`config.mk`:
```
export PLATFORM = sky130hd
export DESIGN_NAME = router_ingress_fifo
export DESIGN_NICKNAME = d
export VERILOG_FILES = /design/src/rtl/router_pkg.sv /design/src/rtl/router_ingress_mem.sv /design/src/rtl/router_ingress_fifo.sv
export SDC_FILE = /design/constraint.sdc
export NUM_CORES = 1
export LEC_CHECK = 0
export CAP_MARGIN = 20
export CORE_ASPECT_RATIO = 1.1
export CORE_MARGIN = 10
export CORE_UTILIZATION = 61
export CTS_CLUSTER_DIAMETER = 30
export CTS_CLUSTER_SIZE = 24
export DETAILED_ROUTE_END_ITERATION = 12
export PLACE_DENSITY = 0.95
export SYNTH_ARGS = -nofsm -noshare
export SYNTH_HDL_FRONTEND = slang
export SYNTH_SLANG_ARGS = --single-unit
```
`constraint.sdc`:
```
create_clock -name clk -period 4.6 [get_ports clk]
set_input_delay 0.92 -clock clk [delete_from_list [all_inputs] [get_ports clk]]
set_output_delay 0.92 -clock clk [all_outputs]
set_load 0.01 [all_outputs]
```
`src/rtl/router_pkg.sv`:
```
// Types and constants shared by the 1-to-4 packet router and its ingress FIFO.
package router_pkg;

   localparam int ROUTER_DATA_W    = 8;
   localparam int ROUTER_ADDR_W    = 2;
   localparam int ROUTER_NUM_PORTS = 4;

   typedef struct packed {
      logic [ROUTER_ADDR_W-1:0] dest;
      logic [ROUTER_DATA_W-1:0] data;
   } router_entry_t;

endpackage

```
`src/rtl/router_ingress_mem.sv`:
```
// Ingress FIFO storage: synchronous write port, asynchronous read port, no reset.
module router_ingress_mem #(
   parameter int DEPTH = 8,
   parameter int W     = 10
) (
   input  logic                     clk,
   input  logic                     we,
   input  logic [$clog2(DEPTH)-1:0] waddr,
   input  logic [W-1:0]             wdata,
   input  logic [$clog2(DEPTH)-1:0] raddr,
   output logic [W-1:0]             rdata
);

   logic [W-1:0] mem_q [DEPTH];

   always_ff @(posedge clk) begin
      if (we) mem_q[waddr] <= wdata;
   end

   assign rdata = mem_q[raddr];

endmodule

```
`src/rtl/router_ingress_fifo.sv`:
```
// First-word-fall-through buffer between the packet source and the router.
// src_ready depends only on registered occupancy, so a full FIFO never pushes and pops together.
module router_ingress_fifo
   import router_pkg::*;
#(
   parameter int DEPTH  = 8,
   parameter int DATA_W = ROUTER_DATA_W,
   parameter int ADDR_W = ROUTER_ADDR_W
) (
   input  logic                       clk,
   input  logic                       rst,
   input  logic                       flush,
   input  logic                       src_valid,
   input  logic [DATA_W-1:0]          src_data,
   input  logic [ADDR_W-1:0]          src_dest,
   output logic                       src_ready,
   output logic                       pkt_valid,
   output logic [DATA_W-1:0]          data_in,
   output logic [ADDR_W-1:0]          dest_addr,
   input  logic                       ready_in,
   output logic [$clog2(DEPTH):0]     count,
   output logic                       full,
   output logic                       empty
);

   localparam int PTR_W = $clog2(DEPTH);
   localparam int CNT_W = PTR_W + 1;

   logic [PTR_W-1:0]         wr_ptr_q, wr_ptr_d;
   logic [PTR_W-1:0]         rd_ptr_q, rd_ptr_d;
   logic [CNT_W-1:0]         count_q, count_d;
   logic                     push, pop;
   logic [ADDR_W+DATA_W-1:0] rd_entry;

   assign full      = (count_q == CNT_W'(DEPTH));
   assign empty     = (count_q == '0);
   assign src_ready = !full;
   assign pkt_valid = !empty;
   assign push      = src_valid && src_ready;
   assign pop       = pkt_valid && ready_in;
   assign count     = count_q;

   always_comb begin
      wr_ptr_d = wr_ptr_q;
      rd_ptr_d = rd_ptr_q;
      count_d  = count_q;
      if (flush) begin
         wr_ptr_d = '0;
         rd_ptr_d = '0;
         count_d  = '0;
      end else begin
         if (push) wr_ptr_d = wr_ptr_q + PTR_W'(1);
         if (pop)  rd_ptr_d = rd_ptr_q + PTR_W'(1);
         case ({push, pop})
            2'b10:   count_d = count_q + CNT_W'(1);
            2'b01:   count_d = count_q - CNT_W'(1);
            default: count_d = count_q;
         endcase
      end
   end

   always_ff @(posedge clk) begin
      if (rst) begin
         wr_ptr_q <= '0;
         rd_ptr_q <= '0;
         count_q  <= '0;
      end else begin
         wr_ptr_q <= wr_ptr_d;
         rd_ptr_q <= rd_ptr_d;
         count_q  <= count_d;
      end
   end

   router_ingress_mem #(
      .DEPTH (DEPTH),
      .W     (ADDR_W + DATA_W)
   ) u_mem (
      .clk   (clk),
      .we    (push),
      .waddr (wr_ptr_q),
      .wdata ({src_dest, src_data}),
      .raddr (rd_ptr_q),
      .rdata (rd_entry)
   );

   assign {dest_addr, data_in} = rd_entry;

endmodule

```
======== Word-level counts from Yosys, hierarchy flattened ========
Memory sizes are Yosys's and may differ from the RTL's. A register that Yosys moved wholly into a read port is not among the register bits.
Cells that the tools add are included.
W data, S select, Z words.
word-level totals
  register bits after elaboration ......... 10
  memory bits (writable) .................. 80
  input port bits ......................... 15
  output and inout port bits .............. 18
  memories kept ........................... 1
operators by class
  add/sub/neg operators ................... 4
  eq/ne operators ......................... 3
  muxes and demuxes ....................... 5
  reduce and logical (&&, ||, !) cells .... 7
memory list
  name         depth  width  rd ports  clocked after Yosys merged registers in  wr ports  RTL line                  RTL
  u_mem.mem_q  8      10     1         1                                        1         router_ingress_mem.sv:14  logic [W-1:0] mem_q [DEPTH];
operator list
  cell                   number
  $pmux W4 S2            1
  $add A3 B1 Y3 const B  2
  $mux W3                2
  $add A4 B1 Y4 const B  1
  $eq A4 B4 Y1 const B   1
  $logic_not A4 Y1       1
  $sub A4 B1 Y4 const B  1
  $eq A2 B1 Y1 const B   1
  $eq A2 B2 Y1 const B   1
  $logic_and A1 B1 Y1    2
  $logic_not A1 Y1       2
  $mux W1                2
  $reduce_bool A2 Y1     1
  $reduce_or A2 Y1       1

======== Depth between registers and ports, before layout ========
  word-level depth ........................ 5
  mapped depth ............................ 11

======== Modules after synthesis ========
A second synthesis with hierarchy kept.
second synthesis, totals
  cells, all modules ...................... 194
  area, all modules ....................... 3733.6 µm²
by module, submodules not included
  module               times used  cells each  area an instance (µm²)
  router_ingress_mem   1           128         3133.0
  router_ingress_fifo  1           66          600.6

======== Least setup slack after synthesis ========
Ideal clock, no wire load.
  kind .................................... register to register
  start ................................... register count_q[1], in the netlist count[1]
  end ..................................... register count_q[2], in the netlist count[2]
  setup time .............................. 0.071 ns
  arrival ................................. 2.396 ns
  required time ........................... 4.529 ns
  setup slack ............................. 2.133 ns
  stages on the path, launching flop included .. 12
  period minus slack after synthesis ...... 2.467 ns
  cell sequence ........................... dfxtp_1 > or4_1 > buf_2 > nand2_4 > inv_1 > ha_1 > xor2_1 > ha_1 > a21oi_1 > xor2_1 > or3_1 > a21oi_1
between the ends
  cells in the longest elaborated chain, start to end .. 5
  elaborated cells on any way between the ends .. 12
  those cells by class .................... add/sub: 2; eq/ne: 3; mux: 1; reduce/logical: 6
RTL lines
  item                                                      RTL line                   RTL
  start, declared                                           router_ingress_fifo.sv:31  logic [CNT_W-1:0] count_q, count_d;
  start signal, assigned                                    router_ingress_fifo.sv:70  count_q <= count_d;
  $logic_not A4 Y1 *                                        router_ingress_fifo.sv:36  assign empty = (count_q == '0);
  $logic_not A1 Y1 *                                        router_ingress_fifo.sv:38  assign pkt_valid = !empty;
  named net pkt_valid                                       router_ingress_fifo.sv:17  output logic pkt_valid,
  $logic_and A1 B1 Y1 *                                     router_ingress_fifo.sv:40  assign pop = pkt_valid && ready_in;
  named net pop                                             router_ingress_fifo.sv:32  logic push, pop;
  $eq A2 B1 Y1 / $eq A2 B2 Y1 (equally long branches)       router_ingress_fifo.sv:54  case ({push, pop})
  $pmux W4 S2 / $reduce_bool A2 Y1 (equally long branches)  --
Mark *: on every way through the listed nets, which the timed path passes. The rest lies on a longest branch.
A chain may end at the register's enable or synchronous reset.

==> results.json <==
{
  "ios": 33,
  "status": "finished, final reports clean",
  "cts_root_buf": "clkbuf_8",
  "hold_buffers": 0,
  "cp_max_fo": 20,
  "p_total_mw": 1.55,
  "n_antenna_cell": 0,
  "rows": 29,
  "worstHoldStart": "rd_ptr_q[1]",
  "drc_errors": 0,
  "vias": 1892,
  "ys_seq_area_share_pct": 71.4,
  "grt_max_degree": 21,
  "grt_antenna_before_repair": 0,
  "finalCriticalPeriod_ns": 3.43,
  "cts_max_level": 3,
  "ys_top_cells_by_area": "edfxtp_1 (64%), mux4_2 (12%), dfxtp_1 (7.0%), mux2_2 (3.0%), ha_1 (1.7%)",
  "reg2reg_from": "count[1]",
  "syn_nets": 215,
  "grt_pass1_wl_um": 11200,
  "vdd_ir_drop_max_mv": 0.205,
  "drive_gt1_share_pct": 24.9,
  "cts.sinks": 93,
  "max_cap_viol_count": 0,
  "final_cell_mix": "edfxtp_1 (80), clkdlybuf4s50_1 (32), mux4_2 (20)",
  "synth_area_per_cell_um2": 19.1,
  "dp_hpwl_um": 4620,
  "tritoncts": "yes",
  "drt_wl_total_um": 7200,
  "core_area_um2": 5840,
  "netlist_instances": 195,
  "cts_buffer_depth": 2,
  "drt_iter0_markers": 202,
  "yosysUniqueCellTypes": 33,
  "min_path_type": "reg2reg",
  "clk-insertion-delay-late_ns": 0.35,
  "slew_violations": 0,
  "initial_core_util_pct": 63.8,
  "finClkSkew_ns": 0.00856,
  "holdPathEnd": "rd_ptr_q[1]",
  "die_area_um2": 9640,
  "leakagePower_nw": 1.41,
  "first_global_vias": 2006,
  "vias_per_cell": 5.95,
  "fp.dieW_um": 94.5,
  "cts_buffers": 9,
  "crit_type": "reg2out",
  "p_per_area_nw_per_um2": 358,
  "synth_warnings": 0,
  "fmax_mhz": 292,
  "rsz0062_at_grt": "false",
  "finalCritPeriodShare_pct": 74.5,
  "r2r_setup_slack_ns": 1.92,
  "ys_seq_elements": 93,
  "num-nets-final": 256,
  "yosys.area.top_type": "edfxtp_1",
  "setup_viol": 0,
  "die_y_um": 102,
  "crit_path_end_kind": "primary output",
  "rr_worst_depth": 10,
  "clkTransAtPathRegs_ns": 0.08,
  "routabilityCongestion": 0.748,
  "critical_path_required_ns": 3.68,
  "detail_route.wl_per_cell_um": 22.6,
  "worst_pin_slew_ns": 1.05,
  "final_common_cell": "edfxtp_1",
  "post_cts_resized": 0,
  "hold_violations": 0,
  "dr.pass1.iters": 4,
  "finalSetupTns_ns": 0,
  "slew_headroom_pct": 29.8,
  "syn-cell-area_um2": 3730,
  "cp-start-kind": "flop",
  "grt_use_total_pct": 16.0,
  "portBuffers": 32,
  "fill_cells": 323,
  "drtAntennaViolNets": 0,
  "reg2reg_to": "count[2]",
  "syn2layout_area_growth_pct": 16.5,
  "yosysTopAreaCellShare_pct": 64.4,
  "post_cts_buffers": 0,
  "holdPathStages": 2,
  "grt.overflow.total": 0,
  "crit_arrival_ns": 2.51
}
==> report_power, final <==
| part | leakage [nW] | total [mW] | switching (mW) | internal (mW) |
|---|---|---|---|---|
| registers | 0.832 | 0.934 | 0.00762 | 0.926 |
| logic | 0.494 | 0.111 | 0.0530 | 0.0580 |
| clock network | 0.0878 | 0.508 | 0.255 | 0.253 |
| total | 1.41 | 1.55 | 0.316 | 1.24 |
==> worst max-delay path, stage by stage, from the launching register on <==
cell and delay, ns:
dfxtp_1 0.95, mux4_2 0.42, mux2_2 0.29, clkdlybuf4s50_1 0.51
==> stage by stage <==
stage | utilization, % | hold slack, ns | area [um2] | cells | setup slack, ns
final | 74.4 | 0.495 | 4340 | 318 | 1.17
after detailed placement | 71.2 | 0.486 | 4160 | 302 | 1.49
after floorplan | - | 0.459 | 3730 | 195 | 2.13
after global placement | 71.2 | 0.477 | 4160 | 302 | 1.58
after global routing | 74.4 | 0.529 | 4340 | 318 | 1.06
after CTS | 74.4 | 0.497 | 4340 | 318 | 1.12
==> flip-flops by register name, indices dropped and copies added (netlist names), named ones only <==
| register | flops |
|---|---|
| u_mem.mem_q | 80 |
| count | 4 |
| rd_ptr_q | 3 |
| wr_ptr_q | 3 |
==> final cells by class <==
class                      count  area [um2]  area share, %
sequential                    93        2660           61.3
multi-input combinational     90        1020           23.4
clock buffer                  13         139           3.20
clock inverter                 3        46.3           1.07
tap                           77        96.3           2.22
inverter                       3        11.3          0.259
timing repair buffer          39         373           8.58
==> layer usage <==
layer	part of all wire [%]	up-vias	global-route usage [%]
met2	54	65	26.4
met3	4.8	20	5.21
met5	0	-	0
li1	-	855	-
met4	2.2	0	7.60
met1	39	952	18.5
==> worst max path at each step <==
stage | slack, ns | cells past startpoint | endpoint | from
2_1_floorplan | 2.13 | 11 | count[2] | count[1]
3_3_place_gp | 1.58 | 9 | count[2] | src_valid
3_5_place_dp | 1.49 | 9 | count[2] | src_valid
4_1_cts | 1.12 | 3 | data_in[4] | flop
5_1_grt | 1.06 | 3 | data_in[4] | flop
6_report | 1.17 | 3 | data_in[4] | flop
==> cells in the mapped netlist <==
| master | count |
|---|---|
| or4_1 | 1 |
| nand2b_1 | 2 |
| or2_2 | 1 |
| buf_1 | 1 |
| nor4bb_1 | 1 |
| xor2_2 | 2 |
| edfxtp_1 | 80 |
| nor2b_1 | 2 |
| or3_1 | 2 |
| a21oi_1 | 4 |
| ha_1 | 5 |
| mux2i_1 | 2 |
| nand3_1 | 3 |
| nand2_8 | 1 |
| buf_6 | 1 |
| or4b_1 | 1 |
| nand2_1 | 3 |
| nor4_1 | 1 |
| mux4_2 | 20 |
| xor2_1 | 5 |
| nor3_1 | 4 |
| clkbuf_1 | 4 |
| inv_1 | 3 |
| nand2_4 | 2 |
| nor2_1 | 11 |
| a21oi_2 | 2 |
| o41ai_1 | 1 |
| mux2_2 | 10 |
| o21ai_0 | 1 |
| buf_2 | 3 |
| dfxtp_1 | 13 |
| nor4b_1 | 1 |
| nand3_2 | 2 |
==> cell families after synthesis <==
logic type / count (synthesis) / synth area share (%)
compound gates: 8 / 1.38
flops: 93 / 71.4
simple gates: 38 / 6.34
fa+ha+maj: 5 / 1.68
xor+xnor: 7 / 2.05
buf+inv: 12 / 1.51
mux: 32 / 15.6
Note: power is estimated with default switching activity, not from simulation.
